$ cat src/rtl/wb_arbiter2.sv
// rtl/wb_arbiter2.sv - two-master round-robin Wishbone classic arbiter; optional watchdog via WB_ARB_TIMEOUT_EN
module wb_arbiter2 #(
  parameter int TIMEOUT_CYCLES = 255
) (
  input  logic        clk,
  input  logic        reset_n,
  input  logic [31:0] m0_addr,
  input  logic [31:0] m0_wdata,
  input  logic [3:0]  m0_sel,
  input  logic        m0_we,
  input  logic        m0_cyc,
  input  logic        m0_stb,
  output logic [31:0] m0_rdata,
  output logic        m0_ack,
  output logic        m0_err,
  input  logic [31:0] m1_addr,
  input  logic [31:0] m1_wdata,
  input  logic [3:0]  m1_sel,
  input  logic        m1_we,
  input  logic        m1_cyc,
  input  logic        m1_stb,
  output logic [31:0] m1_rdata,
  output logic        m1_ack,
  output logic        m1_err,
  output logic [31:0] s_addr,
  output logic [31:0] s_wdata,
  output logic [3:0]  s_sel,
  output logic        s_we,
  output logic        s_cyc,
  output logic        s_stb,
  input  logic [31:0] s_rdata,
  input  logic        s_ack
);

  typedef enum logic [1:0] {IDLE, GNT0, GNT1} state_t;

  state_t state;
  state_t next_state;
  logic   last;
  logic   timeout;

  // Reject watchdog limits the 16-bit counter cannot represent sensibly.
  if (TIMEOUT_CYCLES < 4 || TIMEOUT_CYCLES > 65535) begin : g_bad_timeout
    $error("wb_arbiter2: TIMEOUT_CYCLES must be within 4..65535");
  end

`ifdef WB_ARB_TIMEOUT_EN
  logic [15:0] wd_cnt;

  // Watchdog: count stalled strobe cycles of the current grant; any ack, idle strobe or grant change restarts it.
  always_ff @(posedge clk or negedge reset_n) begin
    if (!reset_n) begin
      wd_cnt <= '0;
    end else if (state == IDLE || next_state != state || !s_stb || s_ack) begin
      wd_cnt <= '0;
    end else begin
      wd_cnt <= wd_cnt + 16'd1;
    end
  end

  assign timeout = (state != IDLE) && s_stb && !s_ack && (wd_cnt == 16'(TIMEOUT_CYCLES));
`else
  assign timeout = 1'b0;
`endif

  // State and round-robin history registers; last starts at 1 so m0 wins the first tie.
  always_ff @(posedge clk or negedge reset_n) begin
    if (!reset_n) begin
      state <= IDLE;
      last  <= 1'b1;
    end else begin
      state <= next_state;
      if (next_state == GNT0) begin
        last <= 1'b0;
      end else if (next_state == GNT1) begin
        last <= 1'b1;
      end
    end
  end

  // Next grant: ties go to the master not served last; a grant is held until its cyc drops or the watchdog fires.
  always_comb begin
    next_state = state;
    case (state)
      IDLE: begin
        if (m0_cyc && m1_cyc) begin
          next_state = last ? GNT0 : GNT1;
        end else if (m0_cyc) begin
          next_state = GNT0;
        end else if (m1_cyc) begin
          next_state = GNT1;
        end
      end
      GNT0: begin
        if (timeout) begin
          next_state = IDLE;
        end else if (!m0_cyc) begin
          next_state = m1_cyc ? GNT1 : IDLE;
        end
      end
      GNT1: begin
        if (timeout) begin
          next_state = IDLE;
        end else if (!m1_cyc) begin
          next_state = m0_cyc ? GNT0 : IDLE;
        end
      end
      default: next_state = IDLE;
    endcase
  end

  // Zero-latency request mux and response routing; only the granted master sees the slave.
  always_comb begin
    s_addr   = '0;
    s_wdata  = '0;
    s_sel    = '0;
    s_we     = 1'b0;
    s_cyc    = 1'b0;
    s_stb    = 1'b0;
    m0_rdata = '0;
    m0_ack   = 1'b0;
    m0_err   = 1'b0;
    m1_rdata = '0;
    m1_ack   = 1'b0;
    m1_err   = 1'b0;
    case (state)
      GNT0: begin
        s_addr   = m0_addr;
        s_wdata  = m0_wdata;
        s_sel    = m0_sel;
        s_we     = m0_we;
        s_cyc    = m0_cyc;
        s_stb    = m0_stb;
        m0_rdata = s_rdata;
        m0_ack   = s_ack && !timeout;
        m0_err   = timeout;
      end
      GNT1: begin
        s_addr   = m1_addr;
        s_wdata  = m1_wdata;
        s_sel    = m1_sel;
        s_we     = m1_we;
        s_cyc    = m1_cyc;
        s_stb    = m1_stb;
        m1_rdata = s_rdata;
        m1_ack   = s_ack && !timeout;
        m1_err   = timeout;
      end
      default: begin
      end
    endcase
  end

endmodule

$ cat config.mk
export PLATFORM = sky130hd
export DESIGN_NAME = wb_arbiter2
export DESIGN_NICKNAME = d
export VERILOG_FILES = /design/src/rtl/wb_arbiter2.sv
export SDC_FILE = /design/constraint.sdc
export NUM_CORES = 1
export LEC_CHECK = 0
export ABC_AREA = 1
export ABC_CLOCK_PERIOD_IN_PS = 1800
export CAP_MARGIN = 40
export CELL_PAD_IN_SITES_DETAIL_PLACEMENT = 1
export CELL_PAD_IN_SITES_GLOBAL_PLACEMENT = 1
export CORE_ASPECT_RATIO = 1.4
export CORE_UTILIZATION = 11
export DETAILED_ROUTE_END_ITERATION = 16
export HOLD_SLACK_MARGIN = 0.1
export PLACE_DENSITY_LB_ADDON = 0.1
export SETUP_SLACK_MARGIN = 0.15
export SKIP_CTS_REPAIR_TIMING = 1
export SYNTH_ARGS = -nofsm -noshare
export SYNTH_HDL_FRONTEND = slang
export SYNTH_SLANG_ARGS = --single-unit
$ cat constraint.sdc
create_clock -name clk -period 1.8 [get_ports clk]
set_input_delay 0.36 -clock clk [delete_from_list [all_inputs] [get_ports clk]]
set_output_delay 0.36 -clock clk [all_outputs]
set_load 0.02 [all_outputs]
==> results of run 1 <==
placed cells by master, fill, tap and decap left out, drive strengths merged:
cell type / n
dfstp: 1
nor2: 5
dlymetal6s2s: 1
dfrtp: 2
nand2: 219
clkdlybuf4s50: 176
a21oi: 73
ha: 5
conb: 2
buf: 242
nand3: 4
inv: 74
o21ai: 2
clkinv: 1
clkbuf: 13
Yosys cell counts:
master and number:
a21oi_1 63, a21oi_2 10, clkbuf_1 6, buf_4 4, nor2_1 5, nand2_1 209
buf_2 16, inv_1 72, inv_2 2, nand3_1 4, nand2_2 10, buf_6 7
dfrtp_1 2, o21ai_0 2, conb_1 1, dfstp_2 1, ha_1 5
logic make-up after synthesis:
kind of cell,synth area share
buf+inv,0.253
compound gates,0.214
fa+ha+maj,0.0324
other cells,0.00194
flops,0.0395
simple gates,0.459
power by group through the flow:
| stage | registers (mW) | logic (mW) | clock network [mW] |
|---|---|---|---|
| 3_5_place_dp | 0.125 | 6.85 | 0 |
| 4_1_cts | 0.126 | 6.88 | 0.361 |
| 6_report | 0.133 | 9.80 | 0.358 |
| 5_1_grt | 0.137 | 10.4 | 0.369 |
| 2_1_floorplan | 0.135 | 3.50 | 0 |
| 3_3_place_gp | 0.125 | 6.81 | 0 |
path summary, 6_finish.rpt:
kind / from / endpoint / slack, ns / depth (start not counted)
max: state[0] / s_sel[1] / -0.47 / 11
min: reset_n / state[1] / 0.33 / 1
max reg2reg: state[1] / last / -0.28 / 13
min reg2reg: last / last / 0.47 / 2
max in group asynchronous: reset_n / last / 1.24 / 1
min in group clk: last / last / 0.47 / 2
flip-flops by register name (all words and copies together) (netlist names):
name / count
state: 2
last: 1
worst register-to-register path, cell delays in order, from the launching register on:
cell and delay, ns:
dfrtp_1 0.39, buf_6 0.14, ha_4 0.19, buf_12 0.15
clkbuf_16 0.14, buf_4 0.13, buf_4 0.13, nand3_1 0.07
nand2_1 0.07, nor2_2 0.09, a21oi_2 0.07, ha_1 0.30
nand2_1 0.09, o21ai_2 0.05
final cells by class:
class / instances / area, um^2
sequential: 3 / 76.3
fill: 2088 / 9700
multi-input combinational: 310 / 2040
inverter: 74 / 290
clock buffer: 4 / 78.8
timing repair inverter: 1 / 11.3
timing repair buffer: 428 / 4470
tap: 232 / 290
metal layers:
metal	up-vias	part of all wire	track usage
li1	2039	-	-
met1	1899	0.34	0.143
met2	218	0.57	0.306
met3	8	0.086	0.0397
met4	0	0.0066	0.0153
met5	-	0	0
==> metrics.txt, run 1 <==
Leak 3.50 nW; pre-CTS setup slack -0.479 ns; Worst VDD drop 0.660 mV; ANT cells 0; initial core utilization 0.114; outcome finished with violations; post-route ant nets 0; cts bufs inserted 3; combinational share of power 0.952; total power 10.3 mW; WL final 16,300 um; CP max-delay cell dfrtp_1; CP delay by family, top buffers and inverters; Internal 5.39 mW; final hold viol count 0; H-tree levels 1; syn_area_per_cell 4.61 um^2; wire length per cell 15.5 um; DPL Wire Length 12,100 um; CP max FO 6; Final Worst Setup Slack -0.471 ns; Worst Path Class, Setup reg2out; failing checks setup timing; routed vias 4,164; share of cells above drive strength 1 0.511; Critical Path End Type output port; Syn-to-layout area delta 276%; DR DRC count 0; GPL Wtd Cong 0.763; Final #Nets 1,003; Die X-Extent 114 um; deepest clock path buffer count 2; Hold WS 0.332 ns; maximum capacitance violations 0; Via density 3.96; TritonCTS clock tree built; #FFs+latches synth 3; Final Max Tran Viols 0; Bufs and invs on worst path 8; DR pass1 iterations 4; placed cells 965; core area 17,000 um^2; Max stage delay on crit path 0.39 ns; Post-Route Utilization 0.428; antenna violations before repair 0; required time worst endpoint 1.44 ns; die area 18,100 um^2; first-pass GRT wire length 21,100 um; Flop pwr share 0.013; number of cell rows 56; final critical-path share of the clock period 1.26; Min-Delay Path Class in2async; Synth top area share 0.406; RSZ-0062 raised after global routing true; Synth Instances 419; io pins 316; grt ovf 0; Worst-path clk slew 0.03 ns; gr usage total 0.147; Clock Power Share 0.035; fmax 440 MHz; largest net degree at the start of global routing 32; cell-by-cell trace of the critical path buf_6, ha_4, buf_6, buf_12, buf_6, buf_6, buf_8, buf_6, nand2_4, a21oi_2, buf_4; Synth Warn # 0; synthesized cell area 1930 um^2; final instance area 7260 um^2; DRT iter0 DRCs 77; vias in the first global route 3,994; switching power 4.90 mW; endpoints failing setup 130; Sum Neg Setup Slack -28.59 ns; ranking of synthesized cells by area nand2_1, a21oi_1, inv_1; count of cell types in the netlist 17; Finished Layout Cells 1,052; Seq/Total Area, Yosys 0.0395; die height 159 um; Clock Sinks 3; Worst setup SP type register; setup skew after layout 0.000231 ns; clk root buf clkbuf_16; Period minus WS final 2.27 ns; Cell Pwr Density 1420 nW/um^2; Net Sw Frac 0.477; clk_lat worst skew 0.22 ns; Placed Instance Area 5770 um^2; Arrival @ worst endpoint 1.91 ns; cell taking the most area after synthesis nand2_1; Crit path top cell by count buf_6; port bufs 313
Note: power is estimated with default switching activity, not from simulation.
==> run 2, diff against run 1 <==
Settings changed: PLACE_DENSITY from default to 0.9, PLACE_DENSITY_LB_ADDON 0.1 to default.
==> run 2 against run 1 <==
The flow still finishes with violations (setup timing); flip-flop and latch count stayed put; worst setup slack improved by 0.25 ns; total power down 13%; combinational power down 14%; largest cell class unchanged; largest power group unchanged.
==> metrics.txt, run 2 (synthesis results as in run 1) <==
outcome finished with violations; failing checks setup timing; clk root buf clkbuf_16; TritonCTS clock tree built; endpoints failing setup 137 (+5.4%); deepest clock path buffer count 2 (unchanged); final instance area 6530 um^2 (-10%); maximum capacitance violations 0 (unchanged); wire length per cell 16.9 um (+9.2%); GPL Wtd Cong 0.832 (+9.1%); worst reg-to-reg setup slack -0.10 ns (+0.18 ns); die area 18,100 um^2 (unchanged); DR pass1 iterations 4 (unchanged); routed vias 4,019 (-3.5%); Finished Layout Cells 991 (-5.8%); total power 8.94 mW (-13%); share of cells above drive strength 1 0.473 (-0.0380); Clock Sinks 3 (unchanged); Worst Path Class, Setup reg2out; initial core utilization 0.114 (unchanged); Arrival @ worst endpoint 1.66 ns (-0.25 ns); RR Startpoint state[0]; Via density 4.06 (+2.5%); antenna violations before repair 0 (unchanged); Biggest register state; reg2reg end last; Cell Pwr Density 1370 nW/um^2 (-3.5%); Placed Instance Area 5710 um^2 (-1.1%); ANT cells 0 (unchanged); Syn-to-layout area delta 238%; R2R cell count 14 (+1); gr usage total 0.138 (-0.00972); commonest non-fill, non-tap cell in the layout clkdlybuf4s50_1; final hold viol count 0 (unchanged); RSZ-0062 raised after global routing true; DPL Wire Length 11,300 um (-6.5%); WL final 16,700 um (+2.8%); CP max FO 7 (+1); Die X-Extent 114 um (unchanged); Largest register FFs 2 (unchanged); grt ovf 0 (unchanged); first-pass GRT wire length 19,900 um (-6.0%); io pins 316 (unchanged); clk_lat worst skew 0.22 ns (about the same); die height 159 um (unchanged); Hold WS 0.329 ns (-0.00341 ns); setup skew after layout 0.000556 ns (+0.000325 ns); switching power 4.68 mW (-4.7%); Final Max Tran Viols 0 (unchanged); Regs by FF count state x2, last x1; DRT iter0 DRCs 120 (+56%); Clock Power Share 0.039 (+0.004); Fill cells 2,049 (-1.9%); required time worst endpoint 1.44 ns (about the same); post-route ant nets 0 (unchanged); Net Sw Frac 0.523 (+0.0466); port bufs 313 (unchanged); Worst-path clk slew 0.03 ns (about the same); Critical Path End Type output port; number of cell rows 56 (unchanged); placed cells 961 (-0.41%); Worst VDD drop 0.461 mV (-30%); Min-Delay Path Class in2async; core area 17,000 um^2 (unchanged); Worst setup SP type register; DR DRC count 0 (unchanged); Internal 4.26 mW (-21%); Period minus WS final 2.02 ns (-0.246 ns); Final Worst Setup Slack -0.225 ns (+0.246 ns); H-tree levels 1 (unchanged); vias in the first global route 3,838 (-3.9%); fmax 494 MHz (+12%); cts bufs inserted 3 (unchanged); most frequent cells in the layout clkdlybuf4s50_1, nand2_1, buf_4, buf_6, a21oi_2; Leak 3.16 nW (-9.7%); Flop pwr share 0.015 (+0.002); Final #Nets 942 (-6.1%); final critical-path share of the clock period 1.12 (-0.137); combinational share of power 0.946 (-0.006); largest net degree at the start of global routing 49 (+53%)
==> run 2: cell count changes in the layout (fill, tap and decap cells not counted), moves of 5 or more <==
cell / before / now
clkbuf_2: 3 / 24
buf_12: 16 / 9
buf_6: 122 / 66
nand2_4: 19 / 27
inv_1: 45 / 40
inv_2: 28 / 33
a21oi_1: 6 / 15
buf_4: 91 / 68
clkbuf_16: 9 / 14
a21oi_4: 25 / 17
==> run 2: power by group through the flow <==
| stage | clock [mW] | combinational [mW] | sequential, mW |
|---|---|---|---|
| after floorplan | 0 | 3.50 | 0.135 |
| after global placement | 0 | 6.51 | 0.126 |
| after detailed placement | 0 | 6.64 | 0.127 |
| after CTS | 0.360 | 6.66 | 0.126 |
| after global routing | 0.366 | 8.96 | 0.138 |
| final | 0.352 | 8.45 | 0.132 |
==> run 2: worst max-delay path, stage by stage, from the launching register on <==
cell       delay, ns
dfrtp_1         0.38
inv_2           0.11
ha_4            0.18
buf_6           0.10
buf_8           0.12
clkbuf_16       0.17
nand2_1         0.08
a21oi_2         0.14
buf_4           0.15
==> run 2: worst max-delay path by stage <==
stage / slack, ns / endpoint / cells past startpoint / start
final: -0.22 / s_addr[27] / 8 / state[1]
after CTS: -0.72 / s_addr[30] / 6 / state[0]
after detailed placement: -0.48 / s_addr[30] / 6 / state[0]
after global routing: -0.29 / s_addr[27] / 8 / state[1]
after floorplan: 0.06 / s_wdata[27] / 5 / state[0]
after global placement: -0.46 / s_addr[30] / 4 / m1_addr[30]
==> run 2: area by class of cell <==
| class | count | area [um^2] | share of cell area |
|---|---|---|---|
| clock buffers | 4 | 78.8 | 0.0121 |
| inverters | 74 | 283 | 0.0433 |
| multi-input cells | 310 | 2010 | 0.307 |
| flip-flops and latches | 3 | 76.3 | 0.0117 |
| well taps | 232 | 290 | 0.0445 |
| repair buffers | 368 | 3800 | 0.581 |
==> run 2: layer usage <==
metal	GRT usage	up-vias	wire length, um
li1	-	1916	-
met1	0.138	1912	5950
met2	0.285	175	9780
met3	0.0244	16	801
met4	0.0230	0	201
met5	0	-	0
==> run 2: metrics by stage <==
stage / setup TNS, ns / utilization / setup WS, ns
2_1_floorplan: 0 / - / 0.0625
3_3_place_gp: -39.55 / 0.337 / -0.459
3_5_place_dp: -43.82 / 0.337 / -0.478
4_1_cts: -76.95 / 0.341 / -0.719
5_1_grt: -27.15 / 0.385 / -0.293
6_report: -17.45 / 0.385 / -0.225
